`src/rtl/reset_sequencer.sv`:
```
// Multi-channel reset generator: synchronised release, stretch, then staggered channel releases.
// Define RSTSEQ_SOFT_RESET_EN to build the glitch-filtered soft-reset path (filter + HOLD state).
module reset_sequencer #(
    parameter int NUM_CHANNELS   = 4,
    parameter int SYNC_STAGES    = 2,
    parameter int STRETCH_CYCLES = 16,
    parameter int STAGGER_CYCLES = 4,
    parameter int FILTER_CYCLES  = 3
) (
    input  logic                    clock,
    input  logic                    resetIn,
    input  logic                    softResetReq,
    output logic [NUM_CHANNELS-1:0] resetOut,
    output logic                    resetDone
);

    localparam int CNT_MAX = (STRETCH_CYCLES > STAGGER_CYCLES) ? STRETCH_CYCLES : STAGGER_CYCLES;
    localparam int CNT_W   = (CNT_MAX > 1) ? $clog2(CNT_MAX) : 1;
    localparam int CH_W    = $clog2(NUM_CHANNELS + 1);

    typedef enum logic [2:0] {
        WAIT_SYNC,
        STRETCH,
        RELEASE,
        DONE,
        HOLD
    } stateT;

    stateT                   stateReg, stateNext;
    logic [CNT_W-1:0]        cntReg, cntNext;
    logic [CH_W-1:0]         chReg, chNext;
    logic [NUM_CHANNELS-1:0] resetOutReg, resetOutNext;
    logic                    doneReg, doneNext;
    logic [SYNC_STAGES-1:0]  syncReg;
    logic                    synced;
    logic [NUM_CHANNELS-1:0] releaseHit;

`ifdef RSTSEQ_SOFT_RESET_EN
    localparam int FCNT_W = $clog2(FILTER_CYCLES + 1);

    logic [FCNT_W-1:0] fcntReg, fcntNext;
    logic              softAccept;
`else
    localparam int unusedFilterCycles = FILTER_CYCLES;

    logic unusedSoftReq;
    assign unusedSoftReq = softResetReq;
`endif

    // Release synchroniser: assertion is immediate, release ripples through SYNC_STAGES flops.
    always_ff @(posedge clock or negedge resetIn) begin
        if (!resetIn) begin
            syncReg <= '0;
        end else begin
            syncReg <= {syncReg[SYNC_STAGES-2:0], 1'b1};
        end
    end

    assign synced = syncReg[SYNC_STAGES-1];

    generate
        for (genvar gi = 0; gi < NUM_CHANNELS; gi++) begin : gReleaseHit
            assign releaseHit[gi] = (chReg == CH_W'(gi));
        end
    endgenerate

    always_ff @(posedge clock or negedge resetIn) begin
        if (!resetIn) begin
            stateReg    <= WAIT_SYNC;
            cntReg      <= '0;
            chReg       <= '0;
            resetOutReg <= '1;
            doneReg     <= 1'b0;
        end else begin
            stateReg    <= stateNext;
            cntReg      <= cntNext;
            chReg       <= chNext;
            resetOutReg <= resetOutNext;
            doneReg     <= doneNext;
        end
    end

`ifdef RSTSEQ_SOFT_RESET_EN
    always_ff @(posedge clock or negedge resetIn) begin
        if (!resetIn) begin
            fcntReg <= '0;
        end else begin
            fcntReg <= fcntNext;
        end
    end

    // Filter counts consecutive high samples; it is parked at zero until the synchroniser releases.
    always_comb begin
        fcntNext = fcntReg;
        if (stateReg == WAIT_SYNC || !softResetReq) begin
            fcntNext = '0;
        end else if (fcntReg != FCNT_W'(FILTER_CYCLES)) begin
            fcntNext = fcntReg + 1'b1;
        end
    end

    assign softAccept = softResetReq
                     && (fcntReg == FCNT_W'(FILTER_CYCLES - 1))
                     && (stateReg inside {STRETCH, RELEASE, DONE});
`endif

    always_comb begin
        stateNext    = stateReg;
        cntNext      = cntReg;
        chNext       = chReg;
        resetOutNext = resetOutReg;
        doneNext     = doneReg;

        case (stateReg)
            WAIT_SYNC: begin
                if (synced) begin
                    stateNext = STRETCH;
                    cntNext   = '0;
                end
            end
            STRETCH: begin
                if (cntReg == CNT_W'(STRETCH_CYCLES - 1)) begin
                    resetOutNext[0] = 1'b0;
                    stateNext       = RELEASE;
                    chNext          = CH_W'(1);
                    cntNext         = '0;
                end else begin
                    cntNext = cntReg + 1'b1;
                end
            end
            RELEASE: begin
                // chReg == NUM_CHANNELS means every channel is already released.
                if (chReg == CH_W'(NUM_CHANNELS)) begin
                    stateNext = DONE;
                    doneNext  = 1'b1;
                    cntNext   = '0;
                end else if (cntReg == CNT_W'(STAGGER_CYCLES - 1)) begin
                    resetOutNext = resetOutReg & ~releaseHit;
                    chNext       = chReg + 1'b1;
                    cntNext      = '0;
                end else begin
                    cntNext = cntReg + 1'b1;
                end
            end
            DONE: begin
                doneNext = 1'b1;
            end
`ifdef RSTSEQ_SOFT_RESET_EN
            HOLD: begin
                resetOutNext = '1;
                doneNext     = 1'b0;
                if (!softResetReq) begin
                    stateNext = STRETCH;
                    cntNext   = '0;
                    chNext    = '0;
                end
            end
`endif
            default: begin
                stateNext    = WAIT_SYNC;
                cntNext      = '0;
                chNext       = '0;
                resetOutNext = '1;
                doneNext     = 1'b0;
            end
        endcase

`ifdef RSTSEQ_SOFT_RESET_EN
        // An accepted soft request overrides whatever the sequence was about to do this edge.
        if (softAccept) begin
            stateNext    = HOLD;
            resetOutNext = '1;
            doneNext     = 1'b0;
            cntNext      = '0;
            chNext       = '0;
        end
`endif
    end

    assign resetOut  = resetOutReg;
    assign resetDone = doneReg;

endmodule

```
`config.mk`:
```
export PLATFORM = sky130hd
export DESIGN_NAME = reset_sequencer
export DESIGN_NICKNAME = d
export VERILOG_FILES = /design/src/rtl/reset_sequencer.sv
export SDC_FILE = /design/constraint.sdc
export NUM_CORES = 1
export LEC_CHECK = 0
export ABC_AREA = 1
export ABC_CLOCK_PERIOD_IN_PS = 1650
export CORE_MARGIN = 2
export CORE_UTILIZATION = 56
export DETAILED_ROUTE_END_ITERATION = 8
export MAX_ROUTING_LAYER = met4
export PLACE_DENSITY = 0.87
export SLEW_MARGIN = 10
export SYNTH_ARGS = -nofsm -noshare
export SYNTH_HDL_FRONTEND = slang
export SYNTH_SLANG_ARGS = --single-unit
```
`constraint.sdc`:
```
create_clock -name clock -period 1.65 [get_ports clock]
set_input_delay 0.33 -clock clock [delete_from_list [all_inputs] [get_ports clock]]
set_output_delay 0.33 -clock clock [all_outputs]
set_load 0.01 [all_outputs]
```
-- Word-level counts from Yosys, hierarchy flattened
Cells that the tools add are included.
- output and inout bits: 5
- flip-flop bits (word level): 17
- input bits: 3
- muxes and demuxes: 20
- equal/unequal tests: 14
- reduce and logical (&&, ||, !) cells: 10
- $add $sub $neg: 2
- bitwise operators: 6
- operator list (operator ; count):
    4-bit two-way mux ; 6
    3-bit two-way mux ; 6
    4-bit case mux with 4 select lines ; 1
    3-bit by 2-bit == test with 1-bit output, second input constant ; 4
    3-bit case mux with 4 select lines ; 1
    2-bit != test, second input constant ; 5
    3-bit case mux with 3 select lines ; 1
    4-bit AND reduction ; 2
    3-bit by 1-bit == test with 1-bit output, second input constant ; 2
    3-bit logical NOT ; 2
    1-bit case mux with 3 select lines ; 2
    3-bit case mux with 2 select lines ; 1
    4-bit by 1-bit adder with 4-bit output, second input constant ; 1
    4-bit bitwise AND ; 1
    4-bit by 2-bit == test with 1-bit output, second input constant ; 1
    4-bit == test, second input constant ; 1
    1-bit NOT ; 4
    4-bit NOT ; 1
    2-bit AND reduction ; 2
    2-bit OR reduction ; 2
    3-bit by 1-bit adder with 3-bit output, second input constant ; 1
    3-bit == test, second input constant ; 1
    3-bit AND reduction ; 1
    3-bit OR reduction ; 1
    1-bit two-way mux ; 2

-- Logic depth before layout (Yosys ltp)
Gate-level depths: netlist of the first run.
- word-level depth: 6
- depth in mapped cells: 9

-- Worst setup path before layout of the first run
Ideal clock, no wire load.
- path type: reg2reg
- start point: reg chReg[0]
- end point: reg chReg[1]
- path buffers: 0
- setup slack: 283 ps
- setup time: 117 ps
- required time: 1533 ps
- arrival: 1250 ps
- cell stages (with the launch flop): 9
- period minus slack after synthesis: 1367 ps
- path through: dfrtp_1 -> inv_1 -> ha_1 -> nand2_1 -> clkinv_1 -> o21ai_4 -> nand2_2 -> nand2_1 -> nand2_1
- word-level cells in the longest chain between the ends: 4
- elaborated cells between the ends (all ways): 7
- ends and longest elaborated chain (what ; RTL line ; source):
    from (decl) ; 31 ; logic [CH_W-1:0] chReg, chNext;
    from (signal assigned) ; 77 ; chReg <= chNext;
    3-bit by 1-bit adder with 3-bit output ; 139 ; chNext = chReg + 1'b1;
    3-bit two-way mux ; 137 ; end else if (cntReg == CNT_W'(STAGGER_CYCLES - 1)) begin
    3-bit two-way mux ; 133 ; if (chReg == CH_W'(NUM_CHANNELS)) begin
    3-bit case mux with 3 select lines ; 114 ; case (stateReg)
Several ways; a longest one is shown, not always the timed one. The select of a mux whose other input is x is not followed.
A chain may end at the register's enable or synchronous reset.

-- Worst setup path in the final report of the first run
- start point: reg chReg[0]
- end point: reg resetOutReg[3] (netlist: resetOut[3])
- word-level cells in the longest chain between the ends: 6
- elaborated cells between the ends (all ways): 9
- ends and longest elaborated chain (what ; RTL line ; source):
    3-bit by 2-bit == test with 1-bit output ; 63 ; assign releaseHit[gi] = (chReg == CH_W'(gi));
    4-bit NOT ; 138 ; resetOutNext = resetOutReg & ~releaseHit;
    4-bit bitwise AND ; 138 ;
    4-bit two-way mux ; 137 ;
    4-bit two-way mux ; 133 ;
    3-bit case mux with 2 select lines ; 114 ;
    to (signal assigned) ; 78 ; resetOutReg <= resetOutNext;
    to (decl) ; 32 ; logic [NUM_CHANNELS-1:0] resetOutReg, resetOutNext;
Several ways; a longest one is shown, not always the timed one. The select of a mux whose other input is x is not followed.

==> results by group, run 1 <==
Run status
  – Result of the run: complete, no violations

Finish
  – Total inserted antenna cells: 0
  – Layout Area Growth over Synthesis: 15.43%
  – Number of filler instances in the final layout: 148
  – Count of non-filler cells in the finished layout: 163
  – Final Instance Area: 1151 sq um
  – Fin nets: 154
  – Final core utilization: 67.40%
  – Layout cells sized above 1: 14.49%

Floorplanning
  – Area of the die: 2134 sq um
  – Core Region: 1708 sq um
  – Effective utilization at floorplan: 58.39%
  – I/O pin count: 8
  – Placement Rows: 15
  – Floorplan die width: 46.20 microns
  – Vertical die dimension: 46.20 microns

Setup path
  – Arrival time of data at the critical path endpoint: 1.75 ns
  – Flop2flop setup slack: 0.12 ns
  – Endpoint kind of the worst setup timing path: register
  – Required time reported for the critical path endpoint: 1.88 ns
  – Worst r2r path cells: 8
  – Reg-to-reg startpoint: chReg[0]
  – Top fanout value on the critical path: 7
  – Crit path launch type: register
  – Classification of the worst setup path: reg2reg
  – R2R Path End: resetOut[3]

Clock tree
  – CTS tree: done
  – Clock transition at the registers of the reported paths: 0.09 ns
  – Clock Tree Root: sky130_fd_sc_hd__clkbuf_4
  – CTS sink cnt: 16
  – H-Tree Depth: 1
  – Clock buffer depth: 2
  – Post-CTS Hold Buffers: 0
  – Clock insertion delay at the later pin of the skew report: 0.28 ns
  – Clock buffers created by TritonCTS: 3

Logic synthesis
  – Cells after synthesis: 124
  – Sequential-to-total area share from yosys stat: 40.65%
  – YS warnings: 0
  – Number of synthesized register bits: 16
  – Post-synthesis area per instance: 8.042 sq um
  – Post-Synthesis Cell Area: 997.2 sq um
  – Number of unique standard cell types used by synthesis: 22
  – Share of Yosys cell area claimed by the top area cell type: 30.11%
  – Syn nets: 139
  – Synth top area cells: sky130_fd_sc_hd__dfrtp_1 (30%), sky130_fd_sc_hd__ha_1 (15%), sky130_fd_sc_hd__nand2_1 (15%), sky130_fd_sc_hd__dfstp_2 (11%), sky130_fd_sc_hd__nand3_1 (7.0%)
  – Most area-hungry cell type in the Yosys netlist: sky130_fd_sc_hd__dfrtp_1

STA
  – Number of hold violations in the final report: 0
  – Unrepaired setup endpoints after global routing: no
  – Final setup violation count: 0
  – Maximum clock skew at final layout: 0.006330 ns
  – Max Slew Vio Count: 0
  – Hold_ws: 0.3541 ns
  – Total negative setup slack: 0 ns
  – Final critical path time including I/O delays and setup: 1.525 ns
  – Worst Slack Setup Final: 0.1249 ns
  – Post-route clock period utilization: 92.43%
  – Achievable Freq: 0.6557 GHz

Placed design
  – RD Place Congestion: 0.8814
  – Standard cell area after detailed placement: 1097 sq um
  – Number of placed instances with taps included: 157
  – Detail Placement HPWL: 1.361 mm
  – Post-placement worst setup slack: 0.1400 ns
  – Port Buffers: 6

Global routing
  – Wire length of the first global-routing pass: 3.036 mm
  – Number of global-route vias before repair: 724
  – Pin count of the biggest net entering global routing: 17
  – Initial antenna violation count: 0
  – Total routing resource utilization after global routing: 20.23%
  – Gr ovfl total: 0

Power
  – Pleak: 0.6007 nW
  – Worst vdd ir: 0.001092 V
  – Power consumption: 1.990 mW
  – Power per cell area: 1729 nW/um^2

Min path
  – Path class of the lowest-slack min-delay path: in2async

Detailed routing
  – Detailed-routing iteration count for the pre-antenna-repair pass: 4
  – Vias per std cell: 4.883
  – Remaining design rule violation count: 0
  – Routed len/inst: 10.66 microns
  – ANT nets after route: 0
  – Number of vias after detailed routing: 796
  – DRT Wirelength: 1.737 mm
  – First DRT Iteration DRCs: 12

Run
  – Maximum Capacitance Violations: 0
==> flip-flops by register name (all words and copies together) (netlist names) <==
register	flops
resetDone	1
resetOut	4
chReg	3
cntReg	4
syncReg	2
stateReg	2
==> cell usage after synthesis, drive strengths merged <==
cell / n
a21oi: 5
nand3: 15
ha: 12
o21ai: 6
clkinv: 1
dfstp: 4
conb: 1
inv: 15
nand2: 42
clkbuf: 1
xor2: 1
nand4: 1
o21bai: 1
nor2: 7
dfrtp: 12
==> power breakdown <==
part	leakage [nW]	internal, mW	switching [mW]
clock network	0.0210	0.134	0.116
logic	0.380	0.447	0.652
registers	0.199	0.546	0.0960
total	0.601	1.13	0.863
==> routing by layer <==
layer | global-route usage, % | wire, microns
met1 | 26.60 | 832
met2 | 32.22 | 854
met3 | 3.529 | 50
met4 | 5.143 | 0
met5 | - | 0
==> cell families after synthesis <==
kind of cell / Yosys count / share of synthesized area [%]
simple gates: 65 / 27.85
buf+inv: 17 / 7.402
xor+xnor: 1 / 0.8785
fa+ha+maj: 12 / 15.06
flops: 16 / 40.65
other cells: 1 / 0.3761
compound gates: 12 / 7.780
==> worst max-delay path, cell delays in order, from the launching register on <==
cell                       delay [ns]
sky130_fd_sc_hd__dfrtp_1         0.41
sky130_fd_sc_hd__inv_1           0.10
sky130_fd_sc_hd__ha_1            0.23
sky130_fd_sc_hd__nand2_1         0.08
sky130_fd_sc_hd__clkinv_1        0.11
sky130_fd_sc_hd__o21ai_4         0.23
sky130_fd_sc_hd__buf_4           0.16
sky130_fd_sc_hd__nand3_1         0.07
sky130_fd_sc_hd__nand2_1         0.08
==> final cells by class <==
type	count	area, sq um	area share, %
Tap cell	25	31.28	2.717
Sequential cell	16	405.4	35.22
Clock buffer	4	36.28	3.152
Inverter	16	60.06	5.217
Timing Repair Buffer	11	92.59	8.044
Multi-Input combinational cell	91	525.5	45.65
==> placed cells by master, fill, tap and decap left out <==
master | Yosys | final
sky130_fd_sc_hd__nand2_1 | 40 | 40
sky130_fd_sc_hd__inv_1 | 14 | 14
sky130_fd_sc_hd__nand3_1 | 14 | 14
sky130_fd_sc_hd__ha_1 | 12 | 12
sky130_fd_sc_hd__dfrtp_1 | 12 | 12
sky130_fd_sc_hd__nor2_1 | 6 | 6
sky130_fd_sc_hd__buf_4 | 0 | 5
sky130_fd_sc_hd__a21oi_1 | 4 | 4
sky130_fd_sc_hd__dlygate4sd2_1 | 0 | 4
sky130_fd_sc_hd__dfstp_2 | 4 | 4
sky130_fd_sc_hd__o21ai_0 | 3 | 3
sky130_fd_sc_hd__clkbuf_4 | 0 | 3
sky130_fd_sc_hd__nand2_2 | 2 | 2
sky130_fd_sc_hd__o21ai_1 | 2 | 2
sky130_fd_sc_hd__clkdlybuf4s50_1 | 0 | 2
sky130_fd_sc_hd__nor2_2 | 1 | 1
sky130_fd_sc_hd__inv_2 | 1 | 1
sky130_fd_sc_hd__xor2_1 | 1 | 1
sky130_fd_sc_hd__nand3_2 | 1 | 1
sky130_fd_sc_hd__clkinv_1 | 1 | 1
sky130_fd_sc_hd__o21ai_4 | 1 | 1
sky130_fd_sc_hd__a21oi_4 | 0 | 1
sky130_fd_sc_hd__nand4_1 | 1 | 1
sky130_fd_sc_hd__o21bai_1 | 1 | 1
sky130_fd_sc_hd__clkbuf_8 | 1 | 1
sky130_fd_sc_hd__conb_1 | 1 | 1
==> worst max path at each step <==
stage	from	end	slack (ns)	cells past startpoint
final	chReg[0]	resetOut[3]	0.12	8
after global routing	stateReg[0]	stateReg[0]	0.002	8
after CTS	chReg[0]	chReg[1]	0.11	8
after detailed placement	chReg[0]	chReg[1]	0.14	8
after global placement	chReg[0]	chReg[2]	0.19	8
after floorplan	chReg[0]	chReg[1]	0.28	8
==> timing repair <==
action / 4_1_cts / 5_1_grt
hold endpoints to repair: 0 / 0
endpoints found under the setup margin: 4 / 3
pin swaps: 0 / 1
resized for setup: 4 / 1
setup buffers: 0 / 2
Note: power is estimated with default switching activity, not from simulation.
==> run 2, diff against run 1 <==
REMOVE_ABC_BUFFERS = 1   (was default)
==> run 2 against run 1 <==
- power grew 1.7%
- cell count unchanged
- flip-flop and latch count unchanged
- non-clock buffer count stayed put
- combinational power about the same
- worst hold slack got worse by 0.019 ns
- critical path depth up 1
- largest power group unchanged
- sequential share of layout area increased by 0.23 points
- clock power increased by 9.2%
- fmax shrank 1.8%
- highest routed layer is now met4
- clock skew shrank 0.0031 ns
==> results by group, run 2 (synthesis gave the netlist of run 1 again) <==
Power
  – Pleak: 0.5993 nW
  – Worst vdd ir: 0.0009908 V
  – Power per cell area: 1770 nW/um^2

Detailed routing
  – DRT Wirelength: 1.916 mm
  – Number of vias after detailed routing: 831
  – Routed len/inst: 11.75 microns
  – Detailed-routing iteration count for the pre-antenna-repair pass: 4
  – ANT nets after route: 0
  – Vias per std cell: 5.098
  – Remaining design rule violation count: 0
  – First DRT Iteration DRCs: 10

Floorplanning
  – Core Region: 1708 sq um
  – Vertical die dimension: 46.20 microns
  – Floorplan die width: 46.20 microns
  – Area of the die: 2134 sq um
  – Effective utilization at floorplan: 58.39%
  – Placement Rows: 15
  – I/O pin count: 8

Finish
  – Commonest non-fill, non-tap cell in the layout: sky130_fd_sc_hd__nand2_1
  – Number of filler instances in the final layout: 142
  – Layout cells sized above 1: 14.49%
  – Total inserted antenna cells: 0
  – Footprint of the flip-flops and latches: 405.4 sq um
  – Most used cells in the layout excluding fill and tap cells: sky130_fd_sc_hd__nand2_1 (40), sky130_fd_sc_hd__inv_1 (14), sky130_fd_sc_hd__nand3_1 (14), sky130_fd_sc_hd__ha_1 (12), sky130_fd_sc_hd__dfrtp_1 (12)
  – Layout Area Growth over Synthesis: 14.68%
  – Multi-input gate area: 518.0 sq um
  – Fin nets: 154
  – Count of non-filler cells in the finished layout: 163

Clock tree
  – Clock buffer depth: 2
  – CTS tree: done
  – Clock insertion delay at the later pin of the skew report: 0.30 ns
  – Clock buffers created by TritonCTS: 3
  – Clock Tree Root: sky130_fd_sc_hd__clkbuf_4
  – H-Tree Depth: 1
  – CTS sink cnt: 16
  – Clock transition at the registers of the reported paths: 0.10 ns

Global routing
  – Gr ovfl total: 0
  – Initial antenna violation count: 0
  – Total routing resource utilization after global routing: 20.20%
  – Wire length of the first global-routing pass: 2.967 mm
  – Pin count of the biggest net entering global routing: 17
  – Number of global-route vias before repair: 735

Setup path
  – Cell type of the slowest stage on the worst timing path: sky130_fd_sc_hd__dfrtp_1
  – Top fanout value on the critical path: 5
  – CP endpoint: cntReg[3]
  – Cell family contributing the most delay on the critical path: simple AND/OR/NAND/NOR gates
  – Crit. path cell count: 9
  – Worst r2r path cells: 9
  – Highest cell delay on the worst timing path: 0.45 ns
  – Buffers and inverters on the worst path: 3
  – Classification of the worst setup path: reg2reg
  – Critical path origin: stateReg[0]
  – Endpoint kind of the worst setup timing path: register
  – Reg-to-reg startpoint: stateReg[0]
  – Arrival time of data at the critical path endpoint: 1.80 ns
  – Required time reported for the critical path endpoint: 1.89 ns
  – Critical path cell sequence: inv_1 -> ha_1 -> inv_1 -> nor2_1 -> nor2_2 -> inv_2 -> nor2_1 -> nand3_1 -> nand2_1
  – Crit path launch type: register
  – Flop2flop setup slack: 0.1 ns
  – R2R Path End: cntReg[3]

Placed design
  – Port Buffers: 6
  – Number of placed instances with taps included: 157
  – RD Place Congestion: 0.8253
  – Detail Placement HPWL: 1.470 mm

Min path
  – Path class of the lowest-slack min-delay path: in2async

STA
  – Total negative setup slack: 0 ns
  – Number of hold violations in the final report: 0
  – Post-route clock period utilization: 94.12%
  – Final critical path time including I/O delays and setup: 1.553 ns
  – Maximum clock skew at final layout: 0.003224 ns
  – Final setup violation count: 0
  – Unrepaired setup endpoints after global routing: no
  – Max Slew Vio Count: 0
  – Achievable Freq: 0.6440 GHz

Run
  – Maximum Capacitance Violations: 0

Run status
  – Result of the run: complete, no violations
run 2: cell counts in the layout (fill, tap and decap cells not counted):
Identical to the previous run, type by type.
run 2: worst register-to-register path: stages, from the launching register on:
cell and delay, ns:
sky130_fd_sc_hd__dfrtp_1 0.45, sky130_fd_sc_hd__inv_1 0.11, sky130_fd_sc_hd__ha_1 0.23, sky130_fd_sc_hd__inv_1 0.08, sky130_fd_sc_hd__nor2_1 0.05, sky130_fd_sc_hd__nor2_2 0.17
sky130_fd_sc_hd__inv_2 0.08, sky130_fd_sc_hd__nor2_1 0.15, sky130_fd_sc_hd__nand3_1 0.10, sky130_fd_sc_hd__nand2_1 0.07
run 2: stage by stage:
stage | worst slack, ns | area (sq um) | hold WS [ns] | power, mW | utilization [%]
after floorplan | 0.1854 | 983.4 | 0.03441 | 1.380 | -
after global placement | 0.1815 | 1097 | 0.3330 | 1.688 | 64.25
after detailed placement | 0.09159 | 1097 | 0.3387 | 1.752 | 64.25
after CTS | 0.06938 | 1129 | 0.3451 | 1.988 | 66.08
after global routing | 0.006133 | 1144 | 0.3695 | 2.181 | 66.96
final | 0.09709 | 1144 | 0.3348 | 2.024 | 66.96
run 2: final cells by class:
class | count | area share (%)
tap | 25 | 2.735
inverter | 16 | 5.252
timing repair buffer | 11 | 8.096
multi-input combinational | 91 | 45.30
sequential | 16 | 35.45
clock buffer | 4 | 3.173
run 2: what timing repair did:
action                     CTS  global route
pin swaps                    0             1
cloned                       0             0
buffers inserted             0             2
hold buffers                 0             0
gates resized for setup      4             0
setup endpoints to repair    4             3
run 2: metal layers:
layer  vias up  track usage [%]  wire length [microns]
li1        415                -                      -
met1       387            22.06                    783
met5         -                -                      0
met4         0            10.29                     54
met2        21            35.56                   1018
met3         8            2.353                     59
run 2: how the worst min path moves through the flow:
stage                     cells past startpoint    endpoint  slack [ns]
after global routing                          2   resetDone        0.37
after CTS                                     2   resetDone        0.35
final                                         2   resetDone        0.33
after detailed placement                      0  syncReg[1]        0.34
after floorplan                               0    chReg[0]        0.03
after global placement                        0  syncReg[1]        0.33
run 2: power by group:
part	internal [mW]	switching, mW	total (mW)
clock network	0.135	0.139	0.273
logic	0.437	0.665	1.10
registers	0.547	0.102	0.649
